### config.mk
export PLATFORM = sky130hd
export DESIGN_NAME = led_pattern_gen
export DESIGN_NICKNAME = d
export VERILOG_FILES = /design/src/rtl/led_pattern_pkg.sv /design/src/rtl/led_tick_div.sv /design/src/rtl/led_pattern_gen.sv
export SDC_FILE = /design/constraint.sdc
export NUM_CORES = 1
export LEC_CHECK = 0
export BUFFER_PORTS_ARGS = -buffer_cell sky130_fd_sc_hd__buf_4
export CAP_MARGIN = 25
export CORE_MARGIN = 3
export CORE_UTILIZATION = 45
export DETAILED_ROUTE_END_ITERATION = 12
export GPL_TIMING_DRIVEN = 0
export SYNTH_ARGS = -nofsm -noshare
export SYNTH_HDL_FRONTEND = slang
export SYNTH_SLANG_ARGS = --single-unit
### constraint.sdc
create_clock -name CLK -period 7.8 [get_ports CLK]
set_input_delay 0.78 -clock CLK [delete_from_list [all_inputs] [get_ports CLK]]
set_output_delay 0.78 -clock CLK [all_outputs]
set_load 0.01 [all_outputs]
### src/rtl/led_pattern_pkg.sv
// led_pattern_pkg: mode encodings, bounce direction and reset pattern for the LED pattern engine
package led_pattern_pkg;
  typedef enum logic [1:0] {MODE_STATIC, MODE_ROTATE, MODE_BOUNCE, MODE_BLINK} mode_e;
  typedef enum logic {DIR_UP, DIR_DOWN} dir_e;
  // Alternating ...0101 with bit0 lit; callers truncate to their LED count.
  function automatic logic [63:0] default_pattern();
    return {32{2'b01}};
  endfunction
endpackage

### src/rtl/led_tick_div.sv
// led_tick_div: programmable prescaler producing one tick per div+1 cycles
//   CLK, NRST  clock, synchronous active-low clear of the count
//   div        terminal count (period minus one)
//   tick       high during the cycle whose edge wraps the count to zero
module led_tick_div #(
  parameter int DIV_W = 24
) (
  input  logic             CLK,
  input  logic             NRST,
  input  logic [DIV_W-1:0] div,
  output logic             tick
);
  logic [DIV_W-1:0] cnt_q, cnt_d;
  always_comb begin
    tick  = cnt_q == div;
    cnt_d = tick ? '0 : cnt_q + 1'b1;
  end
  always_ff @(posedge CLK) cnt_q <= !NRST ? '0 : cnt_d;
endmodule

### src/rtl/led_pattern_gen.sv
// led_pattern_gen: LED pattern engine with prescaler, four modes and PWM brightness
//   CLK, NRST               clock, synchronous active-low reset
//   cfg_valid / cfg_ready   configuration handshake; accepted config applies on the next tick
//   cfg_mode/div/pattern/duty  mode, tick period minus one, seed pattern, brightness
//   led                     registered LED drive, 1 = lit
//   step                    one-cycle pulse when the pattern advances
module led_pattern_gen
  import led_pattern_pkg::*;
#(
  parameter int N_LED       = 5,
  parameter int DIV_W       = 24,
  parameter int PWM_W       = 4,
  parameter int DEFAULT_DIV = 12_000_000
) (
  input  logic             CLK,
  input  logic             NRST,
  input  logic             cfg_valid,
  output logic             cfg_ready,
  input  logic [1:0]       cfg_mode,
  input  logic [DIV_W-1:0] cfg_div,
  input  logic [N_LED-1:0] cfg_pattern,
  input  logic [PWM_W-1:0] cfg_duty,
  output logic [N_LED-1:0] led,
  output logic             step
);
  localparam int PW = $clog2(N_LED) + 1;
  localparam logic [N_LED-1:0] DEF_PAT = N_LED'(default_pattern());
  mode_e            mode_q, mode_d, sh_mode_q, sh_mode_d;
  logic [DIV_W-1:0] div_q, div_d, sh_div_q, sh_div_d;
  logic [N_LED-1:0] rot_q, rot_d, sh_pat_q, sh_pat_d, led_q, led_d, image;
  logic [PWM_W-1:0] duty_q, duty_d, sh_duty_q, sh_duty_d, pc_q, pc_d;
  logic [PW-1:0]    pos_q, pos_d;
  dir_e             dir_q, dir_d, dir_n;
  logic             phase_q, phase_d, pend_q, pend_d, ready_q, ready_d, step_q, step_d;
  logic             tick, accept, apply, adv, on;
  led_tick_div #(.DIV_W(DIV_W)) u_div (
    .CLK  (CLK),
    .NRST (NRST),
    .div  (div_q),
    .tick (tick)
  );
  always_comb begin
    accept    = cfg_valid & ready_q;
    apply     = tick & pend_q;
    adv       = tick & ~pend_q;
    image     = mode_q == MODE_BOUNCE ? N_LED'(1) << pos_q
              : (mode_q == MODE_BLINK && phase_q) ? '0 : rot_q;
    on        = &duty_q | (pc_q < duty_q);
    // Flip direction on the tick that leaves an end, so each end is shown once.
    dir_n     = dir_q == DIR_DOWN ? (pos_q == '0 ? DIR_UP : DIR_DOWN)
              : (pos_q == PW'(N_LED - 1) ? DIR_DOWN : DIR_UP);
    mode_d    = apply ? sh_mode_q : mode_q;
    div_d     = apply ? sh_div_q : div_q;
    duty_d    = apply ? sh_duty_q : duty_q;
    rot_d     = apply ? sh_pat_q
              : (adv && mode_q == MODE_ROTATE) ? (rot_q << 1) | (rot_q >> (N_LED - 1)) : rot_q;
    pos_d     = apply ? '0
              : (adv && mode_q == MODE_BOUNCE && N_LED > 1) ? (dir_n == DIR_DOWN ? pos_q - 1'b1 : pos_q + 1'b1)
              : pos_q;
    dir_d     = apply ? DIR_UP : (adv && mode_q == MODE_BOUNCE) ? dir_n : dir_q;
    phase_d   = apply ? 1'b0 : phase_q ^ (adv && mode_q == MODE_BLINK);
    pend_d    = apply ? 1'b0 : pend_q | accept;
    ready_d   = ~pend_d;
    sh_mode_d = accept ? mode_e'(cfg_mode) : sh_mode_q;
    sh_div_d  = accept ? cfg_div : sh_div_q;
    sh_pat_d  = accept ? cfg_pattern : sh_pat_q;
    sh_duty_d = accept ? cfg_duty : sh_duty_q;
    pc_d      = pc_q + 1'b1;
    step_d    = adv;
    led_d     = image & {N_LED{on}};
  end
  always_ff @(posedge CLK) begin
    if (!NRST) begin
      mode_q    <= MODE_ROTATE;
      div_q     <= DIV_W'(DEFAULT_DIV);
      duty_q    <= '1;
      rot_q     <= DEF_PAT;
      pos_q     <= '0;
      dir_q     <= DIR_UP;
      phase_q   <= 1'b0;
      pend_q    <= 1'b0;
      ready_q   <= 1'b0;
      sh_mode_q <= MODE_ROTATE;
      sh_div_q  <= '0;
      sh_pat_q  <= '0;
      sh_duty_q <= '0;
      pc_q      <= '0;
      step_q    <= 1'b0;
      led_q     <= '0;
    end else begin
      mode_q    <= mode_d;
      div_q     <= div_d;
      duty_q    <= duty_d;
      rot_q     <= rot_d;
      pos_q     <= pos_d;
      dir_q     <= dir_d;
      phase_q   <= phase_d;
      pend_q    <= pend_d;
      ready_q   <= ready_d;
      sh_mode_q <= sh_mode_d;
      sh_div_q  <= sh_div_d;
      sh_pat_q  <= sh_pat_d;
      sh_duty_q <= sh_duty_d;
      pc_q      <= pc_d;
      step_q    <= step_d;
      led_q     <= led_d;
    end
  end
  assign cfg_ready = ready_q;
  assign step      = step_q;
  assign led       = led_q;
endmodule
# After elaboration in Yosys (flattened, before gate mapping)
# Cells that the tools add are included.
dict set report word_totals {
  reg_bits 112
  out_inout_bits 7
}
dict set report op_classes {
  add_sub_neg 4
  n_lt_le_gt_ge 1
  n_eq_ne 5
  n_shift 1
  mux 9
  bitwise 11
  reduce_logical 9
}
# op n
set ops {}
lappend ops {{adder 24 x 1 -> 24 bit (second input constant)} 1}
lappend ops {{equality test 24 bit} 1}
lappend ops {{2-to-1 mux 5 bit} 4}
lappend ops {{adder 4 x 1 -> 4 bit (second input constant)} 2}
lappend ops {{bitwise AND 5 bit} 1}
lappend ops {{OR 5 x 1 -> 5 bit} 1}
lappend ops {{<< shifter 1 x 4 -> 5 bit (first input constant)} 1}
lappend ops {{equality test 2 bit (second input constant)} 2}
lappend ops {{equality test 4 x 3 -> 1 bit (second input constant)} 1}
lappend ops {{logical AND 1 bit} 4}
lappend ops {{zero test 4 bit} 1}
lappend ops {{less-than comparator 4 bit} 1}
lappend ops {{2-to-1 mux 1 bit} 4}
lappend ops {{2-to-1 mux 4 bit} 1}
lappend ops {{AND reduction 4 bit} 1}
lappend ops {{OR reduction 2 bit} 2}
lappend ops {{subtractor 4 x 1 -> 4 bit (second input constant)} 1}
lappend ops {{bitwise AND 1 bit} 3}
lappend ops {{NOT 1 bit} 3}
lappend ops {{equality test 2 x 1 -> 1 bit (second input constant)} 1}
lappend ops {{OR 1 bit} 2}
lappend ops {{nonzero test 2 bit} 1}
lappend ops {{bitwise XOR 1 bit} 1}

# Depth between registers and ports, before layout
# Gate-level depths: netlist (run 1).
dict set report depth {
  ltp_word 5
  depth_mapped 9
}

# By module
# From an unflattened synthesis (run 1), not the netlist that was laid out.
dict set report unflattened {
  hier_cells 555
  area_unflattened_um2 4860.9
}
# module n_inst cells_per_inst area_each_um2 seq_area_each_um2
set modules_own_cells {}
lappend modules_own_cells {led_pattern_gen 1 407 3520.9 1761.7}
lappend modules_own_cells {led_tick_div 1 148 1340.0 480.5}

# Worst setup path after synthesis (run 1)
# No wires, ideal clock.
dict set report synth_path {
  path_type {reg2reg}
  startpoint {register pos_q[0]}
  endpoint {register pos_q[3]}
  setup_time_ns 0.070
  arrival_ns 2.389
  required_time_ns 7.730
  setup_slack_ns 5.341
  stages_incl_launch_ff 10
  synth_period_minus_slack_ns 2.459
  path_cell_list {dfxtp_1 -> nor3_1 -> mux2_2 -> ha_1 -> a21o_1 -> a21oi_1 -> xnor2_1 -> nand2_1 -> or4_1 -> a21oi_1}
}
dict set report synth_via {
  elab_chain_len 4
  elab_cells_between_ends 8
  classes_between {add/sub: 2; eq/ne: 1; mux: 4; reduce/logical: 1}
}
# element line
set synth_lines {}
lappend synth_lines {{start, declared} led_pattern_gen.sv:32} ;# logic [PW-1:0] pos_q, pos_d;
lappend synth_lines {{start signal, assigned} led_pattern_gen.sv:95} ;# pos_q <= pos_d;
lappend synth_lines {{equality test 4 x 3 -> 1 bit or zero test 4 bit (tied branches)} {led_pattern_gen.sv:51, led_pattern_gen.sv:50}}
lappend synth_lines {{2-to-1 mux 1 bit, on equally long branches} {led_pattern_gen.sv:51, led_pattern_gen.sv:50}}
lappend synth_lines {{2-to-1 mux 1 bit *} led_pattern_gen.sv:50} ;# dir_n = dir_q == DIR_DOWN ? (pos_q == '0 ? DIR_UP : DIR_DOWN)
lappend synth_lines {{named net dir_n} led_pattern_gen.sv:33} ;# dir_e dir_q, dir_d, dir_n;
lappend synth_lines {{2-to-1 mux 4 bit *} led_pattern_gen.sv:58} ;# : (adv && mode_q == MODE_BOUNCE && N_LED > 1) ? (dir_n == DIR_DOWN ? pos_q - 1'b1 : pos_q + 1'b1)
# Mark *: on every way through the listed nets, which the timed path passes. The rest lies on a longest branch.
# A chain may end at the register's enable or synchronous reset.

# Final worst setup path (run 1)
# Ends and elaborated chain as after synthesis.

==> impl_metrics.ini, run 1 <==
[sta]
fin_crit_ns = 2.74
rsz0062_at_grt = false
hold_viol = 0
worstMarginPinSlew_ns = 0.706
whs_ns = 0.461
fin_crit_sh = 0.351
max-slew-margin-rel = 0.530
finalSetupViolCount = 0
slew_viol_final = 0
fin_worst_skew_ns = 0.0185
final.setup.tns_ns = 0
max_freq_ghz = 0.365

[synth]
yosys-top-cells-area = dfxtp_1 (49%), nand2_1 (9.2%), mux2i_1 (7.0%)
ys_seq_area_frac = 0.489
yosys-top-cells-count = dfxtp_1 (112), nand2_1 (112), nor2_1 (57), a21oi_1 (47), mux2i_1 (32)
synth_nets = 571
yosysWarnings = 0
syn_area_um2 = 4580
async_reset_ff_frac = 0
netlist.area_leader.share = 0.489
synth_edf_count = 0
syn_inst = 525
synth-seq-cells = 112
ys.flop_type = dfxtp_1
avgSynthCellArea_um2 = 8.73
synth_cell_type_count = 35
synth.largest_area_cell = dfxtp_1

[worst_setup_path]
cp_max_fo = 8
r2r_start = pos_q[0]
path_class = flip-flop to flip-flop
critical_path.endpoint_type = flip-flop
crit_arrival_ns = 3.05
cp.required_ns = 8.11
startpoint = pos_q[0]
startpoint_type = flip-flop

[cts]
cts-htree-levels = 3
numCtsBuffers = 9
cts_buffer_depth = 2
insertion_delay_ns = 0.38
cts_tree = built
post_cts_buffers = 0
cts_resized = 0
clk_pin_slew_worst_paths_ns = 0.11
cts_root_buf = clkbuf_8
cts_sinks = 112
postCtsHoldBufs = 0

[floorplanning]
start_util = 0.467
io-pin-count = 45
die_w_um = 107
die_h_um = 107
rows = 36
die-area_um2 = 11400
core_um2 = 9820

[global_routing]
grt_overflow = 0
grt_pass1_wl_mm = 17.5
antenna_found_initial = 0
grt_usage = 0.195
first_global_vias = 3509
grt_max_degree = 22

[flow_run]
maxCapViolCount = 0

[routing]
drc = 0
wire_per_inst_um = 14.6
drt_iter0_markers = 114
via_per_inst = 5.03
vias = 3603
ant_nets = 0
firstDrtPassIters = 4
routed_wl_mm = 10.5

[hold_path]
min-delay-start = sh_duty_q[2]
worstHoldPathType = flip-flop to flip-flop

[place]
gp_congestion = 0.825
io_buffers = 43
dp_hpwl_mm = 7.74

[final_layout]
area_delta_synth_final_pct = 14.9
drive_gt1_frac = 0.115
nNetsFinal = 625
nFillCells = 931
diodes = 0

[power_and_ir_drop]
p_leak_nw = 2.28
p_sw_w = 0.000262
swShare = 0.262
combinationalPowerShare = 0.063
ir_drop_mv = 0.0883
p_per_area_nw_per_um2 = 190
clock_power_share = 0.345
pwr-share-seq = 0.593
internal-power_w = 0.000739

[status]
status = finished, final reports clean
worst max-delay path, cell delays in order (launching register included):
cell and delay, ns:
dfxtp_1 0.41, nor3_1 0.38, mux2_2 0.45, ha_1 0.29
a21o_1 0.17, a21oi_1 0.17, xnor2_1 0.17, nand2_1 0.08
or4_1 0.41, a21oi_1 0.15
layout make-up:
type	instances	area (µm²)	share of cell area
Multi-Input combinational cell	379	2210	0.419
Clock buffer	9	124	0.0235
Sequential cell	112	2240	0.426
Buffer	27	106	0.0202
Tap cell	133	166	0.0316
Inverter	7	26.3	0.00499
Clock inverter	7	70.1	0.0133
Timing Repair Buffer	43	323	0.0613
routing by layer:
layer	share of wire	track usage	wire length [µm]	vias up
met5	0	0	0	-
met4	0.0086	0.0648	90	0
met3	0.046	0.0265	482	6
met2	0.45	0.307	4690	59
met1	0.50	0.276	5230	1684
li1	-	-	-	1854
metrics by stage:
step                instance area (µm²)   util  total power (W)  instances  setup slack (ns)
floorplan                          4580      -         0.000638        525              5.34
global placement                   5070  0.516         0.000667        701              5.16
detailed placement                 5070  0.516         0.000669        701              5.14
CTS                                5270  0.536          0.00101        717              5.08
global route                       5270  0.536          0.00104        717              4.91
finish                             5270  0.536          0.00100        717              5.06
flip-flops by register name (all words and copies together) (netlist names):
name         flops
mode_q           2
sh_duty_q        4
cfg_ready        1
sh_pat_q         5
pos_q            4
led              5
phase_q          1
rot_q            5
duty_q           4
pc_q             4
sh_div_q        24
sh_mode_q        2
u_div.cnt_q     24
pend_q           1
dir_q            1
step             1
div_q           24
cells in the final DEF, fill, tap and decap left out, types with 2 or more instances in the layout:
| cell type | n |
|---|---|
| o22ai_1 | 3 |
| nand3_1 | 11 |
| and2_1 | 4 |
| nor4_1 | 2 |
| mux2_2 | 3 |
| nor3_1 | 5 |
| dfxtp_1 | 112 |
| a21o_1 | 3 |
| buf_4 | 43 |
| nor2_1 | 57 |
| inv_1 | 7 |
| mux2i_1 | 32 |
| a21oi_1 | 47 |
| or4_1 | 3 |
| buf_2 | 4 |
| a211oi_1 | 2 |
| xor2_1 | 20 |
| clkbuf_1 | 22 |
| nand2_1 | 112 |
| nand2b_1 | 2 |
| xnor2_1 | 30 |
| inv_8 | 2 |
| clkbuf_8 | 9 |
| ha_1 | 7 |
| nand4_1 | 8 |
| o21ai_0 | 8 |
| and3_1 | 10 |
| inv_6 | 3 |
cell families after synthesis:
| family | after synthesis | synth area share |
|---|---|---|
| xor gates and xnor gates | 50 | 0.0956 |
| DFF | 112 | 0.489 |
| muxes | 35 | 0.0773 |
| and+or+nand+nor | 219 | 0.206 |
| adders and majority gates | 8 | 0.0235 |
| buffers and inverters | 34 | 0.0289 |
| AOI/OAI and AO/OA | 67 | 0.0795 |
worst paths after layout:
kind	depth (start not counted)	slack, ns	endpoint
worst max-delay path	9	5.06	pos_q[3]
worst min-delay path	2	0.46	sh_duty_q[2]
worst max register to register	9	5.06	pos_q[3]
worst min register to register	2	0.46	sh_duty_q[2]
power by group through the flow:
stage                     sequential [W]  clock, W  combinational, W
after floorplan                 0.000604         0         0.0000336
after detailed placement        0.000606         0         0.0000633
after CTS                       0.000593  0.000351         0.0000635
final                           0.000593  0.000345         0.0000625
after global placement          0.000606         0         0.0000617
after global routing            0.000595  0.000374         0.0000709
Note: power is estimated with default switching activity, not from simulation.
==> inputs of run 2 (changes only) <==
--- a/config.mk
+++ b/config.mk
@@ -5,6 +5,7 @@
 export SDC_FILE = /design/constraint.sdc
 export NUM_CORES = 1
 export LEC_CHECK = 0
+export ABC_AREA = 1
 export BUFFER_PORTS_ARGS = -buffer_cell sky130_fd_sc_hd__buf_4
 export CAP_MARGIN = 25
 export CORE_MARGIN = 3
==> constraint.sdc (replaced) <==
create_clock -name CLK -period 2.6 [get_ports CLK]
set_input_delay 0.26 -clock CLK [delete_from_list [all_inputs] [get_ports CLK]]
set_output_delay 0.26 -clock CLK [all_outputs]
set_load 0.01 [all_outputs]
==> run 2 against run 1 <==
Net effect: sequential power rose to 3.0 times the previous value; global-route usage up 0.083 points; critical path depth is 3 higher; setup slack worse by 4.5 ns; flip-flop and latch count unchanged; wire length grew 13%; combinational power grew to 3.5 times the previous value; cell count increased by 28%; sequential share of layout area down 3.6 points; register-to-register slack lost 4.5 ns; clock skew shrank 0.0070 ns; highest routed layer unchanged.
==> impl_metrics.ini, run 2 <==
[worst_setup_path]
cp_max_fo = 10
critical_path.endpoint_type = flip-flop
cp_cell_sequence = inv_2 -> nand2_1 -> nand2_1 -> clkinv_1 -> nand2_1 -> nor2_1 -> nand2_1 -> nor2_4 -> nand3_4 -> clkbuf_1 -> o21ai_0 -> nor2_1
r2r_start = u_div.cnt_q[14]
cp_top_family = simple AND/OR/NAND/NOR gates
slowest_delay_ns = 0.42
slowest_stage = dfxtp_1
path_class = flip-flop to flip-flop
startpoint = u_div.cnt_q[14]
cp-endpoint = div_q[19]
regToRegSetupSlack_ns = 0.52
cp.required_ns = 2.88
r2r-end = div_q[19]
crit_top_cell = nand2_1
cp_num_buf_inv = 3
worst-path-stages = 12
startpoint_type = flip-flop
crit_arrival_ns = 2.35
r2r_cells = 12

[synth]
synth_nets = 771
ys.flop_type = dfxtp_1
synth-seq-cells = 112
yosysWarnings = 0
synth_cell_type_count = 30
yosys-top-cells-count = nand2_1 (177), nor2_1 (124), dfxtp_1 (112), inv_1 (81), o21ai_0 (54)
synth.most_common_cell = nand2_1
synth.largest_area_cell = dfxtp_1
async_reset_ff_frac = 0
syn_inst = 725
syn_area_um2 = 5030
netlist.area_leader.share = 0.446
ys_seq_area_frac = 0.446
yosys-top-cells-area = dfxtp_1 (45%), nand2_1 (13%), nor2_1 (9.3%)
avgSynthCellArea_um2 = 6.93
synth_edf_count = 0

[place]
io_buffers = 44
place_area_um2 = 5530
gp_congestion = 0.828
dp_cells = 905
dp_hpwl_mm = 9.29

[sta]
fin_crit_sh = 0.799
rsz0062_at_grt = false
max-slew-margin-rel = 0.562
hold_viol = 0
finalSetupViolCount = 0
final.setup.tns_ns = 0
whs_ns = 0.0797
worstMarginPinSlew_ns = 0.651
max_freq_ghz = 0.481
fin_worst_skew_ns = 0.0115
fin_crit_ns = 2.08
slew_viol_final = 0

[routing]
wire_per_inst_um = 12.8
firstDrtPassIters = 5
ant_nets = 0
via_per_inst = 4.89
drc = 0
vias = 4507
routed_wl_mm = 11.8
drt_iter0_markers = 223

[cts]
cts_buffer_depth = 2
cts-htree-levels = 3
numCtsBuffers = 9
insertion_delay_ns = 0.37
clk_pin_slew_worst_paths_ns = 0.11
postCtsHoldBufs = 0
cts_sinks = 112
post_cts_buffers = 0
cts_tree = built
cts_resized = 0
cts_root_buf = clkbuf_8

[final_layout]
nNetsFinal = 826
fin_cells = 921
layout_commonest_cell = nand2_1
nFillCells = 1078
final_area_um2 = 5750
area_delta_synth_final_pct = 14.5
seq_area_um2 = 2240
diodes = 0
multi_input_area_um2 = 2330
drive_gt1_frac = 0.0994
layout_common_cells = nand2_1 (177), nor2_1 (124), dfxtp_1 (112), inv_1 (81), o21ai_0 (54)
reg_top3 = div_q: 24 flops, sh_div_q: 24 flops, u_div.cnt_q: 24 flops

[global_routing]
use_met1 = 0.268
grt_pass1_wl_mm = 19.9
first_global_vias = 4199
grt_overflow = 0
use_met2 = 0.313
grt_max_degree = 19
top_usage_layer = met2
grt_usage = 0.196
met3_usage = 0.0391
antenna_found_initial = 0

[power_and_ir_drop]
p_per_area_nw_per_um2 = 553
p_leak_nw = 2.61
ir_drop_mv = 0.396
power_w = 0.00318

[floorplanning]
io-pin-count = 45
rows = 37
die-area_um2 = 12500
start_util = 0.474
core_um2 = 10600
die_h_um = 112
die_w_um = 112

[hold_path]
worstHoldPathType = input port to flip-flop
min-delay-start = cfg_mode[0]

[status]
status = finished, final reports clean

[flow_run]
maxCapViolCount = 0
## run 2: cell count changes in the layout (fill, tap and decap cells not counted), moves of 12 or more
cell	previous run	this run
mux2i_1	32	0
nand3_1	11	35
nand2_1	112	177
nor2_1	57	124
o21ai_0	8	54
xor2_1	20	8
xnor2_1	30	9
inv_1	7	81
## run 2: worst min path at each step
stage,endpoint,depth (start not counted)
final,sh_mode_q[0],3
after global routing,sh_mode_q[0],3
after CTS,sh_mode_q[0],3
after detailed placement,mode_q[0],2
after global placement,div_q[20],2
after floorplan,sh_mode_q[0],2
## run 2: kinds of logic after synthesis
family	after synthesis	share of synthesized area
buffers and inverters	114	0.0906
DFF	112	0.446
and+or+nand+nor	374	0.308
adders and majority gates	8	0.0214
xor gates and xnor gates	17	0.0296
AOI/OAI and AO/OA	100	0.104
## run 2: power by group
part | internal [W] | total [W] | switching, W | leakage (nW)
sequential | 0.00177 | 0.00179 | 0.0000266 | 0.911
clock | 0.000577 | 0.00117 | 0.000591 | 0.111
combinational | 0.0000923 | 0.000221 | 0.000129 | 1.59
## run 2: area by class of cell
type,count,area share
Multi-Input combinational cell,499,0.405
Sequential cell,112,0.390
Inverter,89,0.0581
Timing Repair Buffer,44,0.0574
Tap cell,136,0.0296
Clock buffer,11,0.0246
Buffer,25,0.0211
Clock inverter,5,0.0148
## run 2: stage by stage
stage          worst slack, ns   util
6_report                 0.523  0.543
5_1_grt                  0.306  0.543
4_1_cts                  0.516  0.543
3_5_place_dp             0.527  0.521
3_3_place_gp             0.509  0.521
2_1_floorplan            0.907      -
## run 2: routing by layer
layer | up-vias | routed length, µm
met4 | 0 | 173
met5 | - | 0
li1 | 2389 | -
met3 | 12 | 495
met1 | 2028 | 5820
met2 | 78 | 5340
## run 2: worst min-delay path, cell delays in order
cell	delay (ns)
buf_4	0.07
nand2_1	0.04
nand3_1	0.05
